--- config.mk ---
export PLATFORM = sky130hd
export DESIGN_NAME = calc_op_sequencer
export DESIGN_NICKNAME = d
export VERILOG_FILES = /design/src/rtl/calc_pkg.sv /design/src/rtl/calc_key_fifo.sv /design/src/rtl/calc_op_sequencer.sv
export SDC_FILE = /design/constraint.sdc
export NUM_CORES = 1
export LEC_CHECK = 0
export CELL_PAD_IN_SITES_DETAIL_PLACEMENT = 1
export CELL_PAD_IN_SITES_GLOBAL_PLACEMENT = 2
export CORE_AREA = 4 4 132 134
export CTS_BUF_LIST = sky130_fd_sc_hd__clkbuf_8
export DETAILED_ROUTE_END_ITERATION = 8
export DIE_AREA = 0 0 136 138
export PLACE_DENSITY_LB_ADDON = 0.1
export SLEW_MARGIN = 20
export SYNTH_ARGS = -nofsm -noshare
export SYNTH_HDL_FRONTEND = slang
export SYNTH_SLANG_ARGS = --single-unit
--- constraint.sdc ---
create_clock -name clock -period 4.17 [get_ports clock]
set_input_delay 1.0425 -clock clock [delete_from_list [all_inputs] [get_ports clock]]
set_output_delay 1.0425 -clock clock [all_outputs]
set_load 0.05 [all_outputs]
--- src/rtl/calc_pkg.sv ---
// Purpose: shared keycode fields, operator codes, ALU op encodings and FSM states for the calculator sequencer.
// Latency: n/a (types, constants and pure helper functions only).
// Backpressure: n/a.
package calc_pkg;

  localparam int KEY_W  = 5;
  localparam int DATA_W = 4;
  localparam int OPC_W  = 3;

  // Operator codes carried in keycode data[2:0] when num=0.
  localparam logic [OPC_W-1:0] OPC_NOTHING = 3'b000;
  localparam logic [OPC_W-1:0] OPC_CLEAR   = 3'b001;
  localparam logic [OPC_W-1:0] OPC_PLUS    = 3'b010;
  localparam logic [OPC_W-1:0] OPC_MUL     = 3'b011;
  localparam logic [OPC_W-1:0] OPC_EQUALS  = 3'b100;

  typedef enum logic [1:0] {
    ALU_NONE = 2'b00,
    ALU_ADD  = 2'b01,
    ALU_MUL  = 2'b10
  } alu_op_t;

  typedef enum logic [1:0] {
    ST_IDLE     = 2'b00,
    ST_DECODE   = 2'b01,
    ST_ALU_WAIT = 2'b10
  } state_t;

  typedef struct packed {
    logic              num;
    logic [DATA_W-1:0] data;
  } key_t;

  // Pending-op value an operator key leaves behind; EQUALS and unknown codes map to NONE.
  function automatic alu_op_t opc_to_alu(input logic [OPC_W-1:0] opc);
    case (opc)
      OPC_PLUS: return ALU_ADD;
      OPC_MUL:  return ALU_MUL;
      default:  return ALU_NONE;
    endcase
  endfunction

  function automatic logic is_clear(input key_t k);
    return !k.num && (k.data[OPC_W-1:0] == OPC_CLEAR);
  endfunction

endpackage

--- src/rtl/calc_key_fifo.sv ---
// Purpose: small synchronous FIFO (DEPTH x WIDTH) with push, pop, flush, full and empty.
// Latency: a pushed entry is visible at pop_data the cycle after the push edge.
// Backpressure: push while full is discarded unless a pop happens in the same cycle.
// Ports: clock/reset (async, active-high); push/push_data write side; pop/pop_data
//        read side (pop_data shows the head combinationally); flush empties it; full/empty status.
module calc_key_fifo #(
  parameter int DEPTH = 4,
  parameter int WIDTH = 5
) (
  input  logic             clock,
  input  logic             reset,
  input  logic             push,
  input  logic [WIDTH-1:0] push_data,
  input  logic             pop,
  output logic [WIDTH-1:0] pop_data,
  input  logic             flush,
  output logic             full,
  output logic             empty
);

  localparam int AW = $clog2(DEPTH);
  localparam logic [AW:0] PTR_ONE = {{AW{1'b0}}, 1'b1};

  logic [WIDTH-1:0] mem [DEPTH];
  logic [AW:0]      wr_ptr;
  logic [AW:0]      rd_ptr;
  logic             wr_ok;
  logic             rd_ok;

  // Pointers carry one extra wrap bit so full and empty are distinguishable.
  assign empty    = (wr_ptr == rd_ptr);
  assign full     = (wr_ptr[AW] != rd_ptr[AW]) && (wr_ptr[AW-1:0] == rd_ptr[AW-1:0]);
  assign rd_ok    = pop && !empty;
  // When full, a simultaneous pop frees the head slot, which the push may overwrite
  // because the head is read out before the edge.
  assign wr_ok    = push && (!full || rd_ok);
  assign pop_data = mem[rd_ptr[AW-1:0]];

  always_ff @(posedge clock) begin
    if (wr_ok && !flush) begin
      mem[wr_ptr[AW-1:0]] <= push_data;
    end
  end

  always_ff @(posedge clock or posedge reset) begin
    if (reset) begin
      wr_ptr <= '0;
      rd_ptr <= '0;
    end else if (flush) begin
      wr_ptr <= '0;
      rd_ptr <= '0;
    end else begin
      if (wr_ok) wr_ptr <= wr_ptr + PTR_ONE;
      if (rd_ok) rd_ptr <= rd_ptr + PTR_ONE;
    end
  end

endmodule

--- src/rtl/calc_op_sequencer.sv ---
// Purpose: calculator sequencer - buffers keys, decodes digits/operators, holds X/Y/op, drives ALU jobs and the display.
// Latency: digit with empty buffer: key sampled at E, popped at E+1, value updated at E+2; ALU jobs wait for alu_ack.
// Backpressure: keys queue in a KEY_FIFO_DEPTH buffer; a key arriving while full is dropped and key_dropped pulses.
// Ports: clock, reset (async, active-high); newKey/keycode key input; alu_req/alu_op/alu_a/alu_b job
//        request held until alu_ack with alu_result/alu_ovf; value display; busy, sticky error, key_dropped pulse.
module calc_op_sequencer
  import calc_pkg::*;
#(
  parameter int KEY_FIFO_DEPTH = 4,
  parameter int WIDTH          = 16
) (
  input  logic             clock,
  input  logic             reset,
  input  logic             newKey,
  input  logic [4:0]       keycode,
  output logic             alu_req,
  output logic [1:0]       alu_op,
  output logic [WIDTH-1:0] alu_a,
  output logic [WIDTH-1:0] alu_b,
  input  logic             alu_ack,
  input  logic [WIDTH-1:0] alu_result,
  input  logic             alu_ovf,
  output logic [WIDTH-1:0] value,
  output logic             busy,
  output logic             error,
  output logic             key_dropped
);

  key_t       in_key;
  key_t       fifo_head;
  logic       clear_hit;
  logic       push;
  logic       pop;
  logic       fifo_full;
  logic       fifo_empty;

  state_t     state_q, state_d;
  key_t       key_q, key_d;
  logic [WIDTH-1:0] x_q, x_d, y_q, y_d, value_q, value_d;
  logic [WIDTH-1:0] a_q, a_d, b_q, b_d;
  alu_op_t    op_q, op_d, aop_q, aop_d, key_op;
  logic       fresh_q, fresh_d, err_q, err_d, req_q, req_d, dropped_q;
  logic       key_is_eq;
  logic [WIDTH-1:0] x_entry;

  assign in_key    = key_t'(keycode);
  // CLEAR never enters the buffer: it acts on the edge it is sampled.
  assign clear_hit = newKey && is_clear(in_key);
  assign push      = newKey && !clear_hit;
  assign pop       = (state_q == ST_IDLE) && !fifo_empty && !clear_hit;

  calc_key_fifo #(
    .DEPTH (KEY_FIFO_DEPTH),
    .WIDTH (KEY_W)
  ) u_key_fifo (
    .clock     (clock),
    .reset     (reset),
    .push      (push),
    .push_data (in_key),
    .pop       (pop),
    .pop_data  (fifo_head),
    .flush     (clear_hit),
    .full      (fifo_full),
    .empty     (fifo_empty)
  );

  // First digit after an operator/result starts a new entry instead of shifting.
  assign x_entry   = fresh_q ? {{(WIDTH-DATA_W){1'b0}}, key_q.data}
                             : {x_q[WIDTH-DATA_W-1:0], key_q.data};
  assign key_op    = opc_to_alu(key_q.data[OPC_W-1:0]);
  assign key_is_eq = (key_q.data[OPC_W-1:0] == OPC_EQUALS);

  always_comb begin
    state_d = state_q;
    key_d   = key_q;
    x_d     = x_q;
    y_d     = y_q;
    op_d    = op_q;
    fresh_d = fresh_q;
    err_d   = err_q;
    value_d = value_q;
    req_d   = req_q;
    aop_d   = aop_q;
    a_d     = a_q;
    b_d     = b_q;

    if (clear_hit) begin
      // CLEAR outranks a same-cycle alu_ack; the late result is discarded.
      state_d = ST_IDLE;
      x_d     = '0;
      y_d     = '0;
      op_d    = ALU_NONE;
      fresh_d = 1'b0;
      err_d   = 1'b0;
      value_d = '0;
      req_d   = 1'b0;
      aop_d   = ALU_NONE;
      a_d     = '0;
      b_d     = '0;
    end else begin
      case (state_q)
        ST_IDLE: begin
          if (!fifo_empty) begin
            key_d   = fifo_head;
            state_d = ST_DECODE;
          end
        end
        ST_DECODE: begin
          state_d = ST_IDLE;
          if (key_q.num) begin
            x_d     = x_entry;
            value_d = x_entry;
            fresh_d = 1'b0;
          end else if (key_op != ALU_NONE || key_is_eq) begin
            if (op_q != ALU_NONE) begin
              req_d   = 1'b1;
              aop_d   = op_q;
              a_d     = y_q;
              b_d     = x_q;
              state_d = ST_ALU_WAIT;
            end else if (key_is_eq) begin
              value_d = x_q;
              fresh_d = 1'b1;
            end else begin
              y_d     = x_q;
              op_d    = key_op;
              fresh_d = 1'b1;
              value_d = x_q;
            end
          end
        end
        ST_ALU_WAIT: begin
          if (alu_ack) begin
            req_d   = 1'b0;
            y_d     = alu_result;
            err_d   = err_q | alu_ovf;
            value_d = alu_result;
            fresh_d = 1'b1;
            // key_q still holds the operator that launched this job.
            op_d    = key_op;
            state_d = ST_IDLE;
          end
        end
        default: state_d = ST_IDLE;
      endcase
    end
  end

  always_ff @(posedge clock or posedge reset) begin
    if (reset) begin
      state_q   <= ST_IDLE;
      key_q     <= '0;
      x_q       <= '0;
      y_q       <= '0;
      op_q      <= ALU_NONE;
      fresh_q   <= 1'b0;
      err_q     <= 1'b0;
      value_q   <= '0;
      req_q     <= 1'b0;
      aop_q     <= ALU_NONE;
      a_q       <= '0;
      b_q       <= '0;
      dropped_q <= 1'b0;
    end else begin
      state_q   <= state_d;
      key_q     <= key_d;
      x_q       <= x_d;
      y_q       <= y_d;
      op_q      <= op_d;
      fresh_q   <= fresh_d;
      err_q     <= err_d;
      value_q   <= value_d;
      req_q     <= req_d;
      aop_q     <= aop_d;
      a_q       <= a_d;
      b_q       <= b_d;
      dropped_q <= push && fifo_full && !pop;
    end
  end

  assign alu_req     = req_q;
  assign alu_op      = aop_q;
  assign alu_a       = a_q;
  assign alu_b       = b_q;
  assign value       = value_q;
  assign error       = err_q;
  assign key_dropped = dropped_q;
  assign busy        = (state_q != ST_IDLE) || !fifo_empty;

endmodule

==> impl_metrics.toml <==
[routing]
drt_iter0_drc = 256
routedWlPerCell_um = 20.3
wirelength_mm = 16.0
vias = 4019
postRouteAntennaNets = 0
routed_via_density = 5.10
drcViolationCount = 0
firstDrtPassIters = 4

[power]
intPower_mw = 3.45
p_leak_nw = 3.21
p_comb_frac = 0.436
powerDensity_mw_per_mm2 = 854
ir_drop_mv = 0.341
p_sw_frac = 0.427
pwr-share-seq = 0.361
clock_power_share = 0.203
p_sw_mw = 2.58
power.total_mw = 6.03

[worst_setup_path]
cpLargestDelayFamily = "buffers and inverters"
crit_path_top_delay_cell = "clkdlybuf4s50_1"
crit_type = "register to primary output"
r2r-end = "fresh_q"
reg2reg_slack_ns = 1.66
cp_slowest_stage_delay_ns = 0.74
crit_arrival_ns = 2.34
r2r-start = "key_q[4]"
worstPathRequired_ns = 3.13
end_kind = "primary output"
worstSetupStartpointType = "register"
critPathMaxFanout = 8
crit_buf_inv = 1
reg2regPathDepth = 5
path_cells = "xnor2_1, nand4_1, clkdlybuf4s50_1"

[synthesis]
synthArstFlopShare = 0.835
synth_cells = 485
synth_seq_cells = 121
syn_area_mm2 = 0.00563
synthTopCellsByArea = "dfrtp_1 (45%), edfxtp_1 (11%), mux2i_1 (7.6%)"
synth_top_area_frac = 0.449
postSynthAreaPerCell_um2 = 11.6
ys_warn_count = 0
synth_ff_type = "dfrtp_1"
synth-edff-count = 20
syn-num-nets = 516
synthDistinctLibCells = 49
yosys.area.top_type = "dfrtp_1"
seq_area_frac_synth = 0.556

[sta]
max_freq_ghz = 0.296
slew_viol_final = 0
finalCritPeriodShare = 0.811
tns_ns = 0
worst_pin_slew_ns = 1.04
setup_slack_ns = 0.789
fin_worst_skew_ns = 0.0107
finalSetupViolCount = 0
finalCriticalPeriod_ns = 3.38
relSlewSlack = 0.303
finalHoldViolCount = 0
rsz0062_at_grt = "no"

[clock_network]
cts_hold_buf = 0
post_cts_resized = 0
clkTransAtPathRegs_ns = 0.08
clk_path_buf_depth = 2
clk_latency_ns = 0.44
cts_buffers = 17
cts_tree = "built"
clock_tree.root_cell = "clkbuf_8"
h-tree-depth = 4
cts_setup_buffers = 0
cts_num_sinks = 121

[die]
die_w_um = 136
io-pin-count = 80
dieArea_mm2 = 0.0188
start_util = 0.346
coreArea_mm2 = 0.0163
die_y_um = 138
row_count = 47

[cells_and_area]
area_growth_pct = 25.3
n_antenna_cell = 0
stdcell_area_mm2 = 0.00705
final_cell_mix = "dfrtp_1 (100), clkdlybuf4s50_1 (79), nand2_1 (52)"
fin_cells = 788
fin_nets = 586
layout-drive-gt1-share = 0.146
fillers = 1745
layout_commonest_cell = "dfrtp_1"

[hold_path]
worst_hold_path.endpoint = "value[9]"
hold_start = "value[9]"
min_path_cells = 2
hold_class = "register to register"

[run]
maxCapViolations = 0

[global_routing]
grt_overflow = 0
grt_use_total = 0.180
grt_max_degree = 52
antenna_found_initial = 0
grt_pass1_vias = 4367
grt_first_pass_wirelength_mm = 26.1

[place]
portBuffers = 79
place_hpwl_mm = 11.3
dpl_cell_area_mm2 = 0.00659
gp_congestion = 0.768
detailedPlace.worstSlack_ns = 0.611
place_inst = 756

[outcome]
status = "finished clean"
[state kept, by name, indices dropped and copies added, names as in the netlist]
name               count
alu_req                1
u_key_fifo.mem        20
value                 16
state_q                2
op_q                   2
y_q                   16
key_dropped            1
alu_op                 2
alu_b                 16
u_key_fifo.wr_ptr      3
fresh_q                1
alu_a                 16
x_q                   16
u_key_fifo.rd_ptr      3
key_q                  5
error                  1
[how the worst max path moves through the flow]
stage,start,endpoint,cells after the start
floorplan,reset,alu_a[0],1
finish,u_key_fifo.rd_ptr[0],busy,3
detailed placement,keycode[2],y_q[4],6
CTS,u_key_fifo.rd_ptr[0],busy,3
global placement,keycode[0],x_q[13],5
global route,u_key_fifo.rd_ptr[0],busy,3
[metrics by stage]
step | hold slack (ns) | utilization
2_1_floorplan | 0.480 | -
3_3_place_gp | 0.497 | 0.404
3_5_place_dp | 0.499 | 0.405
4_1_cts | 0.520 | 0.433
5_1_grt | 0.549 | 0.433
6_report | 0.514 | 0.433
[cell usage after synthesis (13+ instances only)]
library cell  number
a21oi_1           20
a22o_1            13
clkbuf_1          20
dfrtp_1          101
edfxtp_1          20
inv_1             17
mux2_2            13
mux2i_1           43
nand2_1           52
nand4_1           17
nor2_1            43
o211ai_1          16
o221ai_1          13
[power by group through the flow]
stage / combinational [mW] / sequential, mW / clock, mW
CTS: 2.66 / 2.19 / 1.26
finish: 2.63 / 2.17 / 1.22
floorplan: 1.37 / 2.59 / 0
global route: 2.86 / 2.25 / 1.31
detailed placement: 2.65 / 2.20 / 0
global placement: 2.59 / 2.19 / 0
[cell families after synthesis]
family / share of synthesized area
multiplexers: 0.146
adder cells (fa/ha/maj): 0.0111
flip-flops: 0.556
buffers and inverters: 0.0485
XOR/XNOR: 0.00778
AO/OA/AOI/OAI: 0.115
AND/OR/NAND/NOR: 0.116
[routing by layer]
layer / GRT usage / part of all wire
met1: 0.262 / 0.49
met2: 0.270 / 0.46
met3: 0.0363 / 0.037
met4: 0.0568 / 0.013
met5: 0 / 0
[worst register-to-register path, stage by stage (launching register included)]
cell and delay (ns):
dfrtp_2 0.63, nand3b_2 0.36, a21boi_2 0.21, buf_4 0.23, and2_0 0.72, a21boi_0 0.20
[area by class of cell]
class	count	area [µm²]	area share
clock buffers	19	262	0.0371
clock inverters	13	200	0.0284
inverters	17	66.3	0.00940
multi-input cells	309	2260	0.320
flip-flops and latches	121	3130	0.444
well taps	220	275	0.0390
repair buffers	89	866	0.123
No activity file was read; power rests on OpenSTA's default activity.
